--- src/rtl/axi_mst_pkg.sv ---
// Shared constants, types and region decode helpers for the AXI burst master.
package axi_mst_pkg;

    localparam int unsigned CNT_W = 4;

    localparam logic [3:0] ID_MEM = 4'd1;
    localparam logic [3:0] ID_DMA = 4'd2;
    localparam logic [3:0] ID_AES = 4'd3;

    localparam logic [1:0] BURST_FIXED = 2'd0;
    localparam logic [1:0] BURST_INCR  = 2'd1;
    localparam logic [1:0] RESP_OKAY   = 2'd0;

    typedef enum logic [3:0] {
        TGT_MEM = 4'd0,
        TGT_DMA = 4'd1,
        TGT_AES = 4'd2
    } tgt_e;

    typedef enum logic [2:0] {
        ST_IDLE,
        ST_AR,
        ST_R,
        ST_AW,
        ST_W,
        ST_B
    } state_e;

    // Reads always fetch a full line; only writes are shaped by the region.
    function automatic logic [7:0] tgt_len(input logic [3:0] t, input logic we,
                                           input int unsigned beats,
                                           input int unsigned dma_beats);
        logic [7:0] len;
        len = 8'(beats - 1);
        if (we) begin
            case (t)
                TGT_MEM: len = 8'(beats - 1);
                TGT_DMA: len = 8'(dma_beats - 1);
                default: len = 8'd0;
            endcase
        end
        return len;
    endfunction

    function automatic logic [1:0] tgt_burst(input logic [3:0] t, input logic we);
        return (we && t == TGT_AES) ? BURST_FIXED : BURST_INCR;
    endfunction

    function automatic logic [3:0] tgt_id(input logic [3:0] t, input logic we);
        logic [3:0] id;
        id = ID_MEM;
        if (we) begin
            case (t)
                TGT_MEM: id = ID_MEM;
                TGT_DMA: id = ID_DMA;
                TGT_AES: id = ID_AES;
                default: id = 4'd0;
            endcase
        end
        return id;
    endfunction

endpackage

--- src/rtl/axi_mst_beat_ctr.sv ---
// Beat counter shared by the R and W phases: clears on load, counts handshakes,
// saturates at max_val and remembers that the final slot has been consumed.
module axi_mst_beat_ctr
    import axi_mst_pkg::*;
(
    input  logic             clk,
    input  logic             rst_n,
    input  logic             load,
    input  logic             inc,
    input  logic [CNT_W-1:0] max_val,
    output logic [CNT_W-1:0] count,
    output logic             last,
    output logic             full
);

    always_ff @(posedge clk or negedge rst_n) begin
        if (!rst_n) begin
            count <= '0;
            full  <= 1'b0;
        end else if (load) begin
            count <= '0;
            full  <= 1'b0;
        end else if (inc) begin
            if (count == max_val) begin
                full <= 1'b1;
            end else begin
                count <= count + 1'b1;
            end
        end
    end

    assign last = (count == max_val);

endmodule

--- src/rtl/axi_burst_master.sv ---
// Cache-line to AXI4 burst master, one transaction outstanding at a time.
// Define AXI_MST_RESP_ERR_EN to add the sticky response-error flag (err_o / err_clr_i).
module axi_burst_master
    import axi_mst_pkg::*;
#(
    parameter int unsigned ADDR_W    = 32,
    parameter int unsigned DATA_W    = 32,
    parameter int unsigned LINE_W    = 128,
    parameter int unsigned ID_W      = 4,
    parameter int unsigned DMA_BEATS = 3,
    parameter int unsigned TGT_LSB   = 16
) (
    input  logic                clk_i,
    input  logic                rst_ni,
    input  logic                cs_i,
    input  logic                we_i,
    input  logic [ADDR_W-1:0]   addr_i,
    input  logic [LINE_W-1:0]   wdata_i,
    output logic                busy_o,
    output logic [LINE_W-1:0]   rdata_o,
    output logic                rvalid_o,
    output logic                wdone_o,
    output logic [ID_W-1:0]     awid_o,
    output logic [ADDR_W-1:0]   awaddr_o,
    output logic [7:0]          awlen_o,
    output logic [2:0]          awsize_o,
    output logic [1:0]          awburst_o,
    output logic                awvalid_o,
    input  logic                awready_i,
    output logic [DATA_W-1:0]   wdata_o,
    output logic [DATA_W/8-1:0] wstrb_o,
    output logic                wlast_o,
    output logic                wvalid_o,
    input  logic                wready_i,
    input  logic [ID_W-1:0]     bid_i,
    input  logic [1:0]          bresp_i,
    input  logic                bvalid_i,
    output logic                bready_o,
    output logic [ID_W-1:0]     arid_o,
    output logic [ADDR_W-1:0]   araddr_o,
    output logic [7:0]          arlen_o,
    output logic [2:0]          arsize_o,
    output logic [1:0]          arburst_o,
    output logic                arvalid_o,
    input  logic                arready_i,
    input  logic [ID_W-1:0]     rid_i,
    input  logic [DATA_W-1:0]   rdata_i,
    input  logic [1:0]          rresp_i,
    input  logic                rlast_i,
    input  logic                rvalid_i,
    output logic                rready_o
`ifdef AXI_MST_RESP_ERR_EN
    ,
    input  logic                err_clr_i,
    output logic                err_o
`endif
);

    localparam int unsigned BEATS  = LINE_W / DATA_W;
    localparam logic [2:0]  SIZE   = 3'($clog2(DATA_W / 8));

    state_e              state_q;
    logic [ADDR_W-1:0]   addr_q;
    logic [LINE_W-1:0]   wdata_q;
    logic                we_q;
    logic [7:0]          len_q;
    logic [1:0]          burst_q;
    logic [ID_W-1:0]     id_q;
    logic [CNT_W-1:0]    beat_q;
    logic [CNT_W-1:0]    beat_max;
    logic                beat_last;
    logic                beat_full;
    logic                accept;
    logic                w_hs;
    logic                r_hs;
    logic [3:0]          tgt;
    logic                unused_ok;

    assign tgt    = addr_i[TGT_LSB+3:TGT_LSB];
    assign accept = (state_q == ST_IDLE) && cs_i;
    assign w_hs   = wvalid_o && wready_i;
    assign r_hs   = rready_o && rvalid_i;

    // Reads saturate at the line size even if the slave sends a longer burst.
    assign beat_max = we_q ? len_q[CNT_W-1:0] : CNT_W'(BEATS - 1);

    axi_mst_beat_ctr u_beat_ctr (
        .clk     (clk_i),
        .rst_n   (rst_ni),
        .load    (accept),
        .inc     (w_hs || r_hs),
        .max_val (beat_max),
        .count   (beat_q),
        .last    (beat_last),
        .full    (beat_full)
    );

    assign busy_o    = (state_q != ST_IDLE);
    assign awid_o    = id_q;
    assign awaddr_o  = addr_q;
    assign awlen_o   = len_q;
    assign awsize_o  = SIZE;
    assign awburst_o = burst_q;
    assign arid_o    = id_q;
    assign araddr_o  = addr_q;
    assign arlen_o   = len_q;
    assign arsize_o  = SIZE;
    assign arburst_o = burst_q;
    assign wdata_o   = wdata_q[beat_q*DATA_W +: DATA_W];
    assign wstrb_o   = '1;
    assign wlast_o   = wvalid_o && beat_last;

    always_ff @(posedge clk_i or negedge rst_ni) begin
        if (!rst_ni) begin
            state_q   <= ST_IDLE;
            addr_q    <= '0;
            wdata_q   <= '0;
            we_q      <= 1'b0;
            len_q     <= '0;
            burst_q   <= '0;
            id_q      <= '0;
            awvalid_o <= 1'b0;
            wvalid_o  <= 1'b0;
            bready_o  <= 1'b0;
            arvalid_o <= 1'b0;
            rready_o  <= 1'b0;
            rvalid_o  <= 1'b0;
            wdone_o   <= 1'b0;
            rdata_o   <= '0;
        end else begin
            rvalid_o <= 1'b0;
            wdone_o  <= 1'b0;
            if (r_hs && !beat_full) begin
                rdata_o[beat_q*DATA_W +: DATA_W] <= rdata_i;
            end
            case (state_q)
                ST_IDLE: begin
                    if (cs_i) begin
                        addr_q  <= addr_i;
                        wdata_q <= wdata_i;
                        we_q    <= we_i;
                        len_q   <= tgt_len(tgt, we_i, BEATS, DMA_BEATS);
                        burst_q <= tgt_burst(tgt, we_i);
                        id_q    <= ID_W'(tgt_id(tgt, we_i));
                        if (we_i) begin
                            awvalid_o <= 1'b1;
                            state_q   <= ST_AW;
                        end else begin
                            arvalid_o <= 1'b1;
                            state_q   <= ST_AR;
                        end
                    end
                end
                ST_AW: begin
                    if (awready_i) begin
                        awvalid_o <= 1'b0;
                        wvalid_o  <= 1'b1;
                        state_q   <= ST_W;
                    end
                end
                ST_W: begin
                    if (w_hs && beat_last) begin
                        wvalid_o <= 1'b0;
                        bready_o <= 1'b1;
                        state_q  <= ST_B;
                    end
                end
                ST_B: begin
                    if (bvalid_i) begin
                        bready_o <= 1'b0;
                        wdone_o  <= 1'b1;
                        state_q  <= ST_IDLE;
                    end
                end
                ST_AR: begin
                    if (arready_i) begin
                        arvalid_o <= 1'b0;
                        rready_o  <= 1'b1;
                        state_q   <= ST_R;
                    end
                end
                ST_R: begin
                    if (rvalid_i && rlast_i) begin
                        rready_o <= 1'b0;
                        rvalid_o <= 1'b1;
                        state_q  <= ST_IDLE;
                    end
                end
                default: state_q <= ST_IDLE;
            endcase
        end
    end

`ifdef AXI_MST_RESP_ERR_EN
    // Clear wins over a same-cycle error so software never loses a clear.
    always_ff @(posedge clk_i or negedge rst_ni) begin
        if (!rst_ni) begin
            err_o <= 1'b0;
        end else if (err_clr_i) begin
            err_o <= 1'b0;
        end else if ((bvalid_i && bready_o && bresp_i != RESP_OKAY) ||
                     (r_hs && rresp_i != RESP_OKAY)) begin
            err_o <= 1'b1;
        end
    end

    assign unused_ok = ^{rid_i, bid_i};
`else
    assign unused_ok = ^{rid_i, bid_i, bresp_i, rresp_i};
`endif

endmodule

--- config.mk ---
export PLATFORM = sky130hd
export DESIGN_NAME = axi_burst_master
export DESIGN_NICKNAME = d
export VERILOG_FILES = /design/src/rtl/axi_mst_pkg.sv /design/src/rtl/axi_mst_beat_ctr.sv /design/src/rtl/axi_burst_master.sv
export SDC_FILE = /design/constraint.sdc
export NUM_CORES = 1
export LEC_CHECK = 0
export ABC_AREA = 1
export BUFFER_PORTS_ARGS = -buffer_cell sky130_fd_sc_hd__clkbuf_2
export CAP_MARGIN = 20
export CELL_PAD_IN_SITES_DETAIL_PLACEMENT = 0
export CELL_PAD_IN_SITES_GLOBAL_PLACEMENT = 1
export CORE_MARGIN = 10
export CORE_UTILIZATION = 39
export DETAILED_ROUTE_END_ITERATION = 16
export PLACE_DENSITY_LB_ADDON = 0.1
export SLEW_MARGIN = 15
export SYNTH_ARGS = -nofsm -noshare
export SYNTH_HDL_FRONTEND = slang
export SYNTH_HIERARCHICAL = 1
export SYNTH_SLANG_ARGS = --single-unit
--- constraint.sdc ---
create_clock -name clk_i -period 4.1 [get_ports clk_i]
set_clock_uncertainty 0.1 [all_clocks]
set_input_delay 0.41 -clock clk_i [delete_from_list [all_inputs] [get_ports clk_i]]
set_output_delay 0.41 -clock clk_i [all_outputs]
set_load 0.02 [all_outputs]
# [Word-level counts from Yosys, hierarchy flattened]
# Index checks and enable logic that the tools add are counted.
[totals] reg_bits=318 inputBits=214 output_inout_bits=271 elab_cells=110
[classes] addsub=2 eq_ne=17 shift=3 n_mux=42 n_reduce_logical=29
[op_table] operator="128-bit bitwise mux" count=1
[op_table] operator="32-bit by 34-bit variable shift with 128-bit output (first input constant)" count=1
[op_table] operator="128-bit by 10-bit variable part select with 32-bit output" count=1
[op_table] operator="32-bit by 34-bit variable part select with 128-bit output" count=1
[op_table] operator="9-bit negator with 34-bit output" count=1
[op_table] operator="1-bit 2-to-1 mux" count=20
[op_table] operator="3-bit 2-to-1 mux" count=6
[op_table] operator="3-bit one-hot mux with 6 select lines" count=1
[op_table] operator="4-bit 2-to-1 mux" count=4
[op_table] operator="2-bit inequality test (second input constant)" count=8
[op_table] operator="2-bit nonzero test" count=7
[op_table] operator="1-bit one-hot mux with 2 select lines" count=5
[op_table] operator="3-bit AND reduction" count=3
[op_table] operator="1-bit logical AND" count=8
[op_table] operator="4-bit AND reduction" count=2
[op_table] operator="3-bit by 2-bit equality test with 1-bit output (second input constant)" count=2
[op_table] operator="3-bit equality test (second input constant)" count=2
[op_table] operator="2-bit 2-to-1 mux" count=3
[op_table] operator="2-bit one-hot mux with 3 select lines" count=1
[op_table] operator="2-bit AND reduction" count=3
[op_table] operator="6-bit AND reduction" count=1
[op_table] operator="4-bit by 1-bit adder with 4-bit output (second input constant)" count=1
[op_table] operator="4-bit by 1-bit equality test with 1-bit output (second input constant)" count=1
[op_table] operator="4-bit by 2-bit equality test with 1-bit output (second input constant)" count=1
[op_table] operator="9 further kinds" count=9

# [Depth between registers and ports, before layout]
[depth] ltp_word=5 ltp_mapped=15 ltp_nobuf=15

# [By module]
# The synthesis kept the hierarchy.
[modules_own_cells] mod="axi_burst_master" instances=1 cells_per_inst=1712 area_each_um2=14017.2 seq_area_each_um2=7607.3
[modules_own_cells] mod="axi_mst_beat_ctr" instances=1 cells_per_inst=53 area_each_um2=355.3 seq_area_each_um2=125.1

# [Least setup slack after synthesis]
# OpenSTA, ideal clock, no wires.
[synth_timing] path_kind="reg-to-reg" from="reg u_beat_ctr.count[1]" to="reg rdata_o[31]" setup_ns=0.117 arrival_time_ns=2.054 required_time_ns=3.883 setup_slack_ns=1.829 path_stages_with_launch=12 path_buffers=3 synth_period_minus_slack_ns=2.271 path_cell_list="dfrtp_1 > buf_2 > inv_1 > buf_1 > ha_1 > nand2_1 > and2_2 > nor2_4 > nand3_4 > buf_6 > nand2_1 > nand2_1"
[synth_via] elab_chain_len=3 word_cells_on_any_way=4 classes_between="1 x add/sub; 2 x shift; 1 x mux"
[synth_lines] item="from (decl)" line="axi_mst_beat_ctr.sv:11" rtl="output logic [CNT_W-1:0] count,"
[synth_lines] item="from (signal assigned)" line="axi_mst_beat_ctr.sv:27" rtl="count <= count + 1'b1;"
[synth_lines] item="9-bit negator with 34-bit output *" line="axi_burst_master.sv:134" rtl="rdata_o[beat_q*DATA_W +: DATA_W] <= rdata_i;"
[synth_lines] item="32-bit by 34-bit variable part select with 128-bit output or 32-bit by 34-bit variable shift with 128-bit output (tied branches)" line="axi_burst_master.sv:134"
[synth_lines] item="128-bit bitwise mux *" line="axi_burst_master.sv:134"
[synth_lines] item="to (signal, indexed assignment)" line="axi_burst_master.sv:134"
[synth_lines] item="to (decl)" line="axi_burst_master.sv:20" rtl="output logic [LINE_W-1:0] rdata_o,"
# Mark *: on every way between the ends. The rest lies on a longest branch, timed or not.
# A chain may end at the register's enable or synchronous reset.

# [Worst setup path in the final report]
[layout_timing] from="reg u_beat_ctr.count[1]" to="reg rdata_o[2]"
# Same word-level chain as after synthesis.

==> summary.md <==
| Metric | Value |
|---|---|
| Total CTS buffers | `36` |
| Leakage power | `10.52 nW` |
| Period utilization | `76.61%` |
| Crit end category | `flip-flop` |
| Detail-routed via count per cell | `4.736` |
| Largest net degree at the start of global routing | `231` |
| Main combinational cell family by area after synthesis | `simple AND/OR/NAND/NOR gates` |
| Final min period | `3.141 ns` |
| GRT Util Overall | `21.58%` |
| Detailed Routing Iterations Pass 1 | `5` |
| Worst Slack Setup Final | `0.9590 ns` |
| Area contributors post-synth | `dfrtp_1 54%, nand2_1 18%, o21ai_0 5.2%, buf_4 4.7%, inv_1 3.7%` |
| Worst path slowest cell | `nor2_4` |
| P per Cell Area | `809.6 nW/um^2` |
| CTS tree | `built` |
| Design Area, Final | `19,060 um^2` |
| YS warnings | `6` |
| # nets final | `2,495` |
| Seq/Total Area, Yosys | `53.80%` |
| Final setup fails | `0` |
| Crit path max fanout | `33` |
| Cells along the critical path | `nor2_4, nand2_1, ha_1, nor2_1, nand3_1, nor2_4, nand3_4, nand2_1, nand2_1` |
| Total core area | `36,520 um^2` |
| Synth top cells by count | `677 x nand2_1, 309 x dfrtp_1, 149 x o21ai_0` |
| Area leader, netlist | `dfrtp_1` |
| Most used DFF post-synth | `dfrtp_1` |
| Clock Latency Late Sink | `0.54 ns` |
| Maximum vdd drop | `0.5985 mV` |
| Synth Area in Compound Gates | `9.297%` |
| WP data arrival | `3.46 ns` |
| Outcome | `completed` |
| XOR/XNOR Fraction of Synth Area | `0.06094%` |
| Area of the multi-input gates | `5094 um^2` |
| Num rows | `70` |
| Die H | `212.0 um` |
| Post-Syn Area | `14,370 um^2` |
| Setup CP Type | `reg2reg` |
| Die Area | `44,930 um^2` |
| Synth-to-layout area growth | `32.65%` |
| Setup WS pre-CTS | `0.9445 ns` |
| # resized after CTS | `0` |
| Post-synthesis mux area share | `0%` |
| TNS Setup | `0 ns` |
| Most frequent cell after synthesis | `nand2_1` |
| FF/Latch Area | `7735 um^2` |
| Final hold vios | `0` |
| CTS HTree Levels | `2` |
| Residual DRC | `0` |
| Fmax | `0.3184 GHz` |
| Vias | `13,130` |
| Fillers | `3,522` |
| Pins over their slew limit | `0` |
| Number of enable flip-flop cells after synthesis | `0` |
| CTS sink count | `309` |
| Mean Syn Cell Area | `8.143 um^2` |
| Clock slew at reported path FFs | `0.06 ns` |
| Reg-to-reg slack, setup | `0.96 ns` |
| Final ANT Viol Nets | `0` |
| Wirelength per Cell | `17.70 um` |
| Final HPWL DP | `34.45 mm` |
| Met2 Track Usage GR | `36.59%` |
| Routed wire length | `49.09 mm` |
| Met3 Use GR | `4.859%` |
| Top-area cell type share of the netlist area | `53.80%` |
| IO Port Bufs | `444` |
| Max_cap viols | `0` |
| Met1 usage | `27.02%` |
| Starting Density | `39.35%` |
| Clk buf depth | `3` |
| Slowest stage delay, CP | `0.62 ns` |
| Top Usage Layer GRT | `met2` |
| IO Pins | `485` |
| Drt initial violations | `851` |
| RSZ-0062 raised after global routing | `no` |
| Synth async-reset ratio | `100.0%` |
| Die width | `212.0 um` |
| Worst hold path class | `in2reg` |
| Yosys cell types | `31` |
| FF+latch count, synth | `309` |
| GP Congestion | `0.8380` |
| Grt ovf | `0` |
| Layout cells sized above 1 | `23.55%` |
| Root Driver | `clkbuf_16` |
| Slew @ Worst Pin | `1.129 ns` |
| Cell mode on critical path | `nand2_1` |
| Post-Synth Adder-Cell Area | `0.2612%` |
| CP required | `4.41 ns` |
| Vias in the first global route | `13,550` |
| Initial antenna violation count | `4` |
| CP startpoint kind | `flip-flop` |
| Placed instance area | `16,420 um^2` |
| Max transition margin | `24.56%` |
| Cells after Synth | `1,765` |
| Synth Area in Simple Gates | `24.97%` |
| First-pass GRT wire length | `77.33 mm` |
## critical path, delay by kind of cell (launching register included)
kind / cells / cell delay, ns
simple gates: 8 / 1.94
fa+ha+maj: 1 / 0.36
flops: 1 / 0.59
## final timing paths
kind                                startpoint            to  cells after the start
hold / removal                    wdata_i[124]  wdata_q[124]                      3
min in group asynchronous               rst_ni  araddr_o[29]                      2
max in group asynchronous               rst_ni   wdata_q[22]                      3
setup / recovery           u_beat_ctr/count[1]    rdata_o[2]                      9
setup reg to reg           u_beat_ctr/count[1]    rdata_o[2]                      9
hold reg to reg                    wdata_q[14]   wdata_q[14]                      2
## registers in the layout (all words and copies together), names as in the netlist, 2 cells and up
name / cells
rdata_o: 128
wdata_q: 128
araddr_o: 32
u_beat_ctr/count: 4
state_q: 3
arid_o: 2
arlen_o: 2
## layer usage
layer	up-vias	share of wire, %
met4	0	2.0
met3	54	6.5
met5	-	0
li1	6486	-
met2	378	49
met1	6216	42
## logic make-up (layout without fill, tap and decap cells)
group / count (synthesis) / in the layout
other: 2 / 36
buffers and inverters: 315 / 821
flip-flops: 309 / 309
AO/OA/AOI/OAI: 265 / 265
AND/OR/NAND/NOR: 870 / 870
XOR/XNOR: 1 / 1
adder cells (fa/ha/maj): 3 / 3
## stage by stage
stage	cells	total power, mW	utilization [%]	hold slack, ns
after CTS	2769	15.64	52.17	0.0008515
final	2773	15.43	52.20	0.01920
after floorplan	1795	9.972	-	0.01441
after detailed placement	2561	12.25	44.95	0.3534
after global placement	2560	12.11	44.91	0.3480
after global routing	2773	16.60	52.20	0.01210
## where the power goes
| group | switching [mW] | internal [mW] | total [mW] |
|---|---|---|---|
| sequential | 0.736 | 4.33 | 5.06 |
| clock | 1.27 | 1.94 | 3.21 |
| combinational | 5.07 | 2.09 | 7.16 |
## cells in the final DEF (no fill, tap or decap), drive strengths merged, types with 2 or more instances in the layout
| cell | synthesis | final |
|---|---|---|
| buf | 144 | 22 |
| ha | 3 | 3 |
| clkbuf | 23 | 499 |
| conb | 2 | 32 |
| dfrtp | 309 | 309 |
| bufinv | 0 | 2 |
| nand4 | 70 | 70 |
| clkinv | 0 | 3 |
| a21oi | 102 | 102 |
| nand2 | 681 | 681 |
| inv | 148 | 147 |
| nand3 | 29 | 29 |
| diode | 0 | 4 |
| nor2 | 87 | 87 |
| dlygate4sd3 | 0 | 147 |
| o21ai | 159 | 159 |
## area by class of cell
class                           instances  share of cell area (%)
Sequential cell                       309                   40.57
Multi-Input combinational cell       1171                   26.72
Timing Repair Buffer                  612                   20.56
Clock buffer                           56                   5.703
Tap cell                              468                   3.071
Inverter                              148                   2.921
Clock inverter                          5                  0.4069
Antenna cell                            4                 0.05250
## repair_timing
item | CTS | global route
hold buffers | 147 | 0
endpoints found under the hold margin | 255 | 0
endpoints found under the setup margin | 0 | 0
buffers inserted | 0 | 0
Power figures use the tool's default switching activity.
